==> src/rtl/fetch_queue_if.sv <==
// rtl/fetch_queue_if.sv - fetch queue handshake bundle (imem, redirect, decode side)
interface fetch_queue_if #(
  parameter int PC_W  = 9,
  parameter int INS_W = 32,
  parameter int CNT_W = 3
);
  // instruction memory request/response
  logic             imem_req;
  logic [PC_W-1:0]  imem_addr;
  logic             imem_rvalid;
  logic [INS_W-1:0] imem_rdata;
  // branch redirect from EX
  logic             redirect;
  logic [PC_W-1:0]  redirect_pc;
  // decode handshake
  logic             out_valid;
  logic [PC_W-1:0]  out_pc;
  logic [INS_W-1:0] out_instr;
  logic             out_ready;
  // occupancy
  logic [CNT_W-1:0] count;
  logic             full;
  logic             empty;

  // fetch queue side
  modport master (
    output imem_req, imem_addr, out_valid, out_pc, out_instr, count, full, empty,
    input  imem_rvalid, imem_rdata, redirect, redirect_pc, out_ready
  );

  // memory / decode / EX side
  modport slave (
    input  imem_req, imem_addr, out_valid, out_pc, out_instr, count, full, empty,
    output imem_rvalid, imem_rdata, redirect, redirect_pc, out_ready
  );
endinterface

==> src/rtl/fetch_queue.sv <==
// rtl/fetch_queue.sv - instruction fetch queue with in-order imem requests and redirect flush
module fetch_queue #(
  parameter int              PC_W     = 9,
  parameter int              INS_W    = 32,
  parameter int              DEPTH    = 4,
  parameter logic [PC_W-1:0] RESET_PC = '0
) (
  input  logic          clk,
  input  logic          reset,
  fetch_queue_if.master fq
);

  localparam int PTR_W = $clog2(DEPTH);
  localparam int CNT_W = PTR_W + 1;

  // run holds off the first request until the first edge after reset release
  logic             run;
  logic [PC_W-1:0]  fpc;

  // entry FIFO of fetched {pc, instr}
  logic [PC_W-1:0]  e_pc  [DEPTH];
  logic [INS_W-1:0] e_ins [DEPTH];
  logic [PTR_W-1:0] e_wr, e_rd;
  logic [CNT_W-1:0] e_cnt;

  // pending-PC FIFO of issued requests; its occupancy is inflight
  logic [PC_W-1:0]  p_pc  [DEPTH];
  logic [PTR_W-1:0] p_wr, p_rd;
  logic [CNT_W-1:0] inflight;

  // responses still owed by memory for requests killed by a redirect
  logic [CNT_W-1:0] drop;

  logic [CNT_W:0]   credits;
  logic             issue;
  logic             rsp_drop;
  logic             rsp_take;
  logic             out_valid_c;
  logic             accept;
  logic [CNT_W-1:0] drop_redir;

  // issue/response/accept decisions from pre-edge state
  always_comb begin
    credits     = {1'b0, e_cnt} + {1'b0, inflight} + {1'b0, drop};
    issue       = run && !fq.redirect && (credits < (CNT_W+1)'(DEPTH));
    rsp_drop    = fq.imem_rvalid && (drop != '0);
    rsp_take    = fq.imem_rvalid && (drop == '0) && (inflight != '0);
    out_valid_c = (e_cnt != '0) && !fq.redirect;
    accept      = out_valid_c && fq.out_ready;
    // everything outstanding becomes stale; a response arriving now is itself discarded
    drop_redir  = drop + inflight
                - CNT_W'(fq.imem_rvalid && ((drop != '0) || (inflight != '0)));
  end

  assign fq.imem_req  = issue;
  assign fq.imem_addr = fpc;
  assign fq.out_valid = out_valid_c;
  assign fq.out_pc    = out_valid_c ? e_pc[e_rd]  : '0;
  assign fq.out_instr = out_valid_c ? e_ins[e_rd] : '0;
  assign fq.count     = e_cnt;
  assign fq.full      = (e_cnt == CNT_W'(DEPTH));
  assign fq.empty     = (e_cnt == '0);

  // control state: pointers and counters update net; redirect overrides all
  always_ff @(posedge clk or negedge reset) begin
    if (!reset) begin
      run      <= 1'b0;
      fpc      <= RESET_PC;
      e_wr     <= '0;
      e_rd     <= '0;
      e_cnt    <= '0;
      p_wr     <= '0;
      p_rd     <= '0;
      inflight <= '0;
      drop     <= '0;
    end else begin
      run <= 1'b1;
      if (fq.redirect) begin
        fpc      <= fq.redirect_pc;
        e_wr     <= '0;
        e_rd     <= '0;
        e_cnt    <= '0;
        p_wr     <= '0;
        p_rd     <= '0;
        inflight <= '0;
        drop     <= drop_redir;
      end else begin
        if (issue) begin
          fpc  <= fpc + PC_W'(4);
          p_wr <= p_wr + PTR_W'(1);
        end
        if (rsp_take) begin
          p_rd <= p_rd + PTR_W'(1);
          e_wr <= e_wr + PTR_W'(1);
        end
        if (accept) begin
          e_rd <= e_rd + PTR_W'(1);
        end
        e_cnt    <= e_cnt + CNT_W'(rsp_take) - CNT_W'(accept);
        inflight <= inflight + CNT_W'(issue) - CNT_W'(rsp_take);
        if (rsp_drop) begin
          drop <= drop - CNT_W'(1);
        end
      end
    end
  end

  // FIFO storage; contents are only observed through valid pointers/counts
  always_ff @(posedge clk) begin
    if (issue) begin
      p_pc[p_wr] <= fpc;
    end
    if (rsp_take && !fq.redirect) begin
      e_pc[e_wr]  <= p_pc[p_rd];
      e_ins[e_wr] <= fq.imem_rdata;
    end
  end

endmodule

==> src/flat_wrapper.sv <==
// flat-port wrapper written by rule: the top's interface ports become plain ports
module fetch_queue_flat 
#(
  parameter int              PC_W     = 9,
  parameter int              INS_W    = 32,
  parameter int              DEPTH    = 4,
  parameter logic [PC_W-1:0] RESET_PC = '0
)
  (clk, reset, fq_imem_req, fq_imem_addr, fq_out_valid, fq_out_pc, fq_out_instr, fq_count, fq_full, fq_empty, fq_imem_rvalid, fq_imem_rdata, fq_redirect, fq_redirect_pc, fq_out_ready);
  fetch_queue_if #(.PC_W(PC_W), .INS_W(INS_W), .CNT_W(3)) fq_i ();
  input  logic clk;
  input  logic reset;
  output wire logic [$bits(fq_i.imem_req)-1:0] fq_imem_req;
  output wire logic [$bits(fq_i.imem_addr)-1:0] fq_imem_addr;
  output wire logic [$bits(fq_i.out_valid)-1:0] fq_out_valid;
  output wire logic [$bits(fq_i.out_pc)-1:0] fq_out_pc;
  output wire logic [$bits(fq_i.out_instr)-1:0] fq_out_instr;
  output wire logic [$bits(fq_i.count)-1:0] fq_count;
  output wire logic [$bits(fq_i.full)-1:0] fq_full;
  output wire logic [$bits(fq_i.empty)-1:0] fq_empty;
  input wire logic [$bits(fq_i.imem_rvalid)-1:0] fq_imem_rvalid;
  input wire logic [$bits(fq_i.imem_rdata)-1:0] fq_imem_rdata;
  input wire logic [$bits(fq_i.redirect)-1:0] fq_redirect;
  input wire logic [$bits(fq_i.redirect_pc)-1:0] fq_redirect_pc;
  input wire logic [$bits(fq_i.out_ready)-1:0] fq_out_ready;
  assign fq_imem_req = fq_i.imem_req;
  assign fq_imem_addr = fq_i.imem_addr;
  assign fq_out_valid = fq_i.out_valid;
  assign fq_out_pc = fq_i.out_pc;
  assign fq_out_instr = fq_i.out_instr;
  assign fq_count = fq_i.count;
  assign fq_full = fq_i.full;
  assign fq_empty = fq_i.empty;
  assign fq_i.imem_rvalid = fq_imem_rvalid;
  assign fq_i.imem_rdata = fq_imem_rdata;
  assign fq_i.redirect = fq_redirect;
  assign fq_i.redirect_pc = fq_redirect_pc;
  assign fq_i.out_ready = fq_out_ready;
  fetch_queue #(.PC_W(PC_W), .INS_W(INS_W), .DEPTH(DEPTH), .RESET_PC(RESET_PC)) u_core (.clk(clk), .reset(reset), .fq(fq_i));
endmodule
==> config.mk <==
export PLATFORM = sky130hd
export DESIGN_NAME = fetch_queue_flat
export DESIGN_NICKNAME = d
export VERILOG_FILES = /design/src/rtl/fetch_queue_if.sv /design/src/rtl/fetch_queue.sv /design/src/flat_wrapper.sv
export SDC_FILE = /design/constraint.sdc
export NUM_CORES = 1
export LEC_CHECK = 0
export ABC_AREA = 1
export CAP_MARGIN = 25
export CORE_UTILIZATION = 45
export DETAILED_ROUTE_END_ITERATION = 8
export MAX_ROUTING_LAYER = met4
export PLACE_DENSITY = 0.75
export SYNTH_ARGS = -nofsm -noshare
export SYNTH_HDL_FRONTEND = slang
export SYNTH_SLANG_ARGS = --single-unit
==> constraint.sdc <==
create_clock -name clk -period 8.5 [get_ports clk]
set_input_delay 2.125 -clock clk [delete_from_list [all_inputs] [get_ports clk]]
set_output_delay 2.125 -clock clk [all_outputs]
set_load 0.02 [all_outputs]
==> run_results.csv <==
group,metric,value,unit
die,die_y,148.1,µm
die,core,20960,µm²
synth,synth_nets,893,
critical_path,r2r_cells,14,
critical_path,rrSetupSlack,5.07,ns
critical_path,r2r_start,"u_core.fq.count[1]",
flow_run,drv_cap,0,
global_routing,grt_max_degree,87,
timing,final.min_clock_period,6.488,ns
power,p_leak,4.282,nW
placement,port-buffer-count,102,
critical_path,worstPathCellList,"clkdlybuf4s50_1, buf_4, inv_2, nand2_1, buf_4, a21oi_1, clkdlybuf4s50_1",
clocking,clockRootBuffer,"clkbuf_16",
layout,syn_to_final_growth,21.78,%
synth,ys_ff_latch,227,
global_routing,grt_util_all_layers,18.48,%
clocking,post_cts_resized,0,
detailed_routing,routed_wl,19.05,mm
timing,tns,0,ns
power,p_switching,1.070,mW
layout,diodes,0,
die,die_w,148.1,µm
synth,synth_cell_types,29,
clocking,cts_buffers,24,
power,power.internal,2.376,mW
detailed_routing,drtPass1Iterations,5,
critical_path,arrival,4.36,ns
worst_hold_path,hp-class,"register to register",
critical_path,critical_path.top_delay_family,"buffers and inverters",
critical_path,worstPathRequired,6.38,ns
synth,syn_area,9605,µm²
critical_path,critPathCapture,"fq_out_instr[29]",
clocking,path_clk_slew,0.06,ns
worst_hold_path,min_path_cells,2,
clocking,insertion_delay,0.51,ns
timing,hold_violations,0,
die,io_pins,103,
synth,syn_inst,821,
detailed_routing,route.vias.total,6115,
critical_path,crit_type,"primary input to output pin",
layout,drive_gt1_share,6.503,%
timing,rsz0062_at_grt,"false",
synth,synth-seq-area-share,69.56,%
global_routing,grt_pass1_vias,5953,
critical_path,worstPathMaxFanout,42,
power,p_clk_share,32.5,%
timing,fin_worst_skew,0.02332,ns
placement,dpl.hpwl,10.79,mm
critical_path,cp-start-kind,"primary input",
power,p_sw_share,31.06,%
clocking,cts_setup_buffers,0,
layout,nets,992,
critical_path,cp-end-kind,"output pin",
placement,gp_congestion,0.8194,
clocking,cts_tree,"yes",
die,start_util,45.84,%
global_routing,grt_antenna_before_repair,0,
timing,worst_slew_pin_slew,0.9424,ns
detailed_routing,antenna_left,0,
global_routing,grt_remaining_overflow,0,
detailed_routing,wl_per_cell,15.70,µm
power,pwr-share-comb,27.0,%
timing,hold_ws,0.5821,ns
timing,slew_violations,0,
critical_path,crit_cells,7,
power,ir_worst_vdd,0.1847,mV
synth,avgSynthCellArea,11.70,µm²
detailed_routing,vias_per_cell,5.041,
synth,yosys_warnings,0,
die,row_count,53,
critical_path,crit_path_max_incr_delay,0.64,ns
critical_path,slowest_stage,"clkdlybuf4s50_1",
timing,slew_headroom,37.17,%
power,seqPwrFrac,40.6,%
clocking,cts_hold_buf,0,
critical_path,reg2reg_to,"u_core.inflight[2]",
critical_path,crit_start,"fq_redirect",
synth,synth_flop_cell,"edfxtp_1",
run_status,status,"completed",
timing,setup_violations,0,
timing,max_freq,154.1,MHz
detailed_routing,drc,0,
power,pwr_density_cell,294.6,nW/µm²
clocking,ctsLongestPathBuffers,3,
layout,fillCellCount,1728,
global_routing,grt_pass1_wl,30.53,mm
detailed_routing,drt_iter0_drc,414,
die,dieArea,21930,µm²
clocking,htree_levels,1,
clocking,clock-sinks,227,
timing,fin_crit_sh,76.33,%
synth,synth-edff-count,200,
synth,synthArstFlopShare,11.89,%
critical_path,crit_buf_inv,5,
[worst min-delay path: stages (launching register included)]
cell and delay [ns]:
dfrtp_1 0.40, nand3_1 0.09, nand2_1 0.06
[sequential cells by signal (all words and copies together), names as in the netlist]
name	cells
u_core.e_ins	128
u_core.inflight	3
u_core.drop	3
u_core.fq.imem_addr	9
u_core.run	1
u_core.p_rd	2
u_core.e_wr	2
u_core.fq.count	3
u_core.p_wr	2
u_core.p_pc	36
u_core.e_rd	2
u_core.e_pc	36
[power by group through the flow]
| stage | clock [mW] | combinational, mW | sequential (mW) |
|---|---|---|---|
| finish | 1.12 | 0.929 | 1.40 |
| global route | 1.18 | 1.05 | 1.41 |
| CTS | 1.14 | 0.939 | 1.40 |
| detailed placement | 0 | 0.928 | 1.42 |
| global placement | 0 | 0.910 | 1.42 |
| floorplan | 0 | 0.615 | 1.42 |
[cell usage after synthesis, drive strengths merged (3+ instances only)]
master  count  share of area [%]
nor2      208                8.2
edfxtp    200                 63
o21ai     109                5.7
nand2      62                2.4
inv        54                2.1
a21oi      41                2.1
nand3      32                1.8
buf        27                2.0
dfrtp      27                7.0
ha         20                2.6
clkbuf     12               0.53
o22ai       9               0.59
fa          6                1.3
xor2        4               0.36
o21bai      3               0.23
xnor2       3               0.27
[how the worst min path moves through the flow]
stage | from | to | slack (ns)
detailed placement | u_core.e_wr[1] | u_core.e_wr[1] | 0.57
global route | u_core.e_wr[1] | u_core.e_wr[1] | 0.61
finish | u_core.e_wr[1] | u_core.e_wr[1] | 0.58
floorplan | u_core.e_wr[1] | u_core.e_wr[1] | 0.53
CTS | u_core.e_wr[1] | u_core.e_wr[1] | 0.59
global placement | u_core.e_wr[1] | u_core.e_wr[1] | 0.57
[metrics by stage]
stage / instance area, µm² / util [%] / setup slack [ns] / cells / total power, mW
after detailed placement: 10830 / 51.68 / 2.042 / 1169 / 2.348
after global routing: 11700 / 55.82 / 1.906 / 1213 / 3.639
after floorplan: 9605 / - / 3.555 / 821 / 2.031
after global placement: 10830 / 51.68 / 2.148 / 1169 / 2.328
after CTS: 11700 / 55.82 / 2.012 / 1213 / 3.474
final: 11700 / 55.82 / 2.012 / 1213 / 3.446
[cells by family (layout without fill, tap and decap cells)]
kind of cell / Yosys count / count (layout) / share of synthesized area, %
and+or+nand+nor: 304 / 304 / 12.52
other: 1 / 1 / 0.03904
AOI/OAI and AO/OA: 163 / 163 / 8.714
buffers and inverters: 93 / 210 / 4.676
DFF: 227 / 227 / 69.56
xor gates and xnor gates: 7 / 7 / 0.6383
adders and majority gates: 26 / 26 / 3.856
[routing by layer]
layer | wire (µm) | part of all wire [%] | vias up | global-route usage (%)
met2 | 9045 | 47 | 189 | 29.46
met3 | 1191 | 6.3 | 31 | 2.761
met1 | 8416 | 44 | 2874 | 24.68
met4 | 394 | 2.1 | 0 | 5.464
li1 | - | - | 3021 | -
met5 | 0 | 0 | - | -
[layout by cell type, fill, tap and decap left out, types with 3 or more instances in the layout]
| cell type | count |
|---|---|
| xor2_1 | 4 |
| a21oi_1 | 41 |
| clkbuf_16 | 24 |
| inv_1 | 50 |
| xnor2_1 | 3 |
| ha_1 | 20 |
| clkdlybuf4s50_1 | 102 |
| inv_2 | 4 |
| o21ai_0 | 63 |
| o21bai_1 | 3 |
| bufinv_16 | 6 |
| nand3_1 | 30 |
| clkinv_2 | 4 |
| edfxtp_1 | 200 |
| nor2_4 | 5 |
| o22ai_1 | 9 |
| clkinv_1 | 3 |
| buf_4 | 10 |
| fa_1 | 6 |
| nand2_1 | 62 |
| o21ai_1 | 46 |
| dfrtp_1 | 26 |
| nor2_1 | 203 |
| clkinvlp_4 | 3 |
[area by class of cell]
class	instances	area, µm²	area share [%]
sequential	227	6683	57.13
multi-input combinational	501	2505	21.41
timing repair buffer	112	1096	9.370
clock buffer	26	608.1	5.198
tap	275	344.1	2.941
clock inverter	18	259.0	2.214
inverter	54	202.7	1.733
No activity file was read; power rests on OpenSTA's default activity.
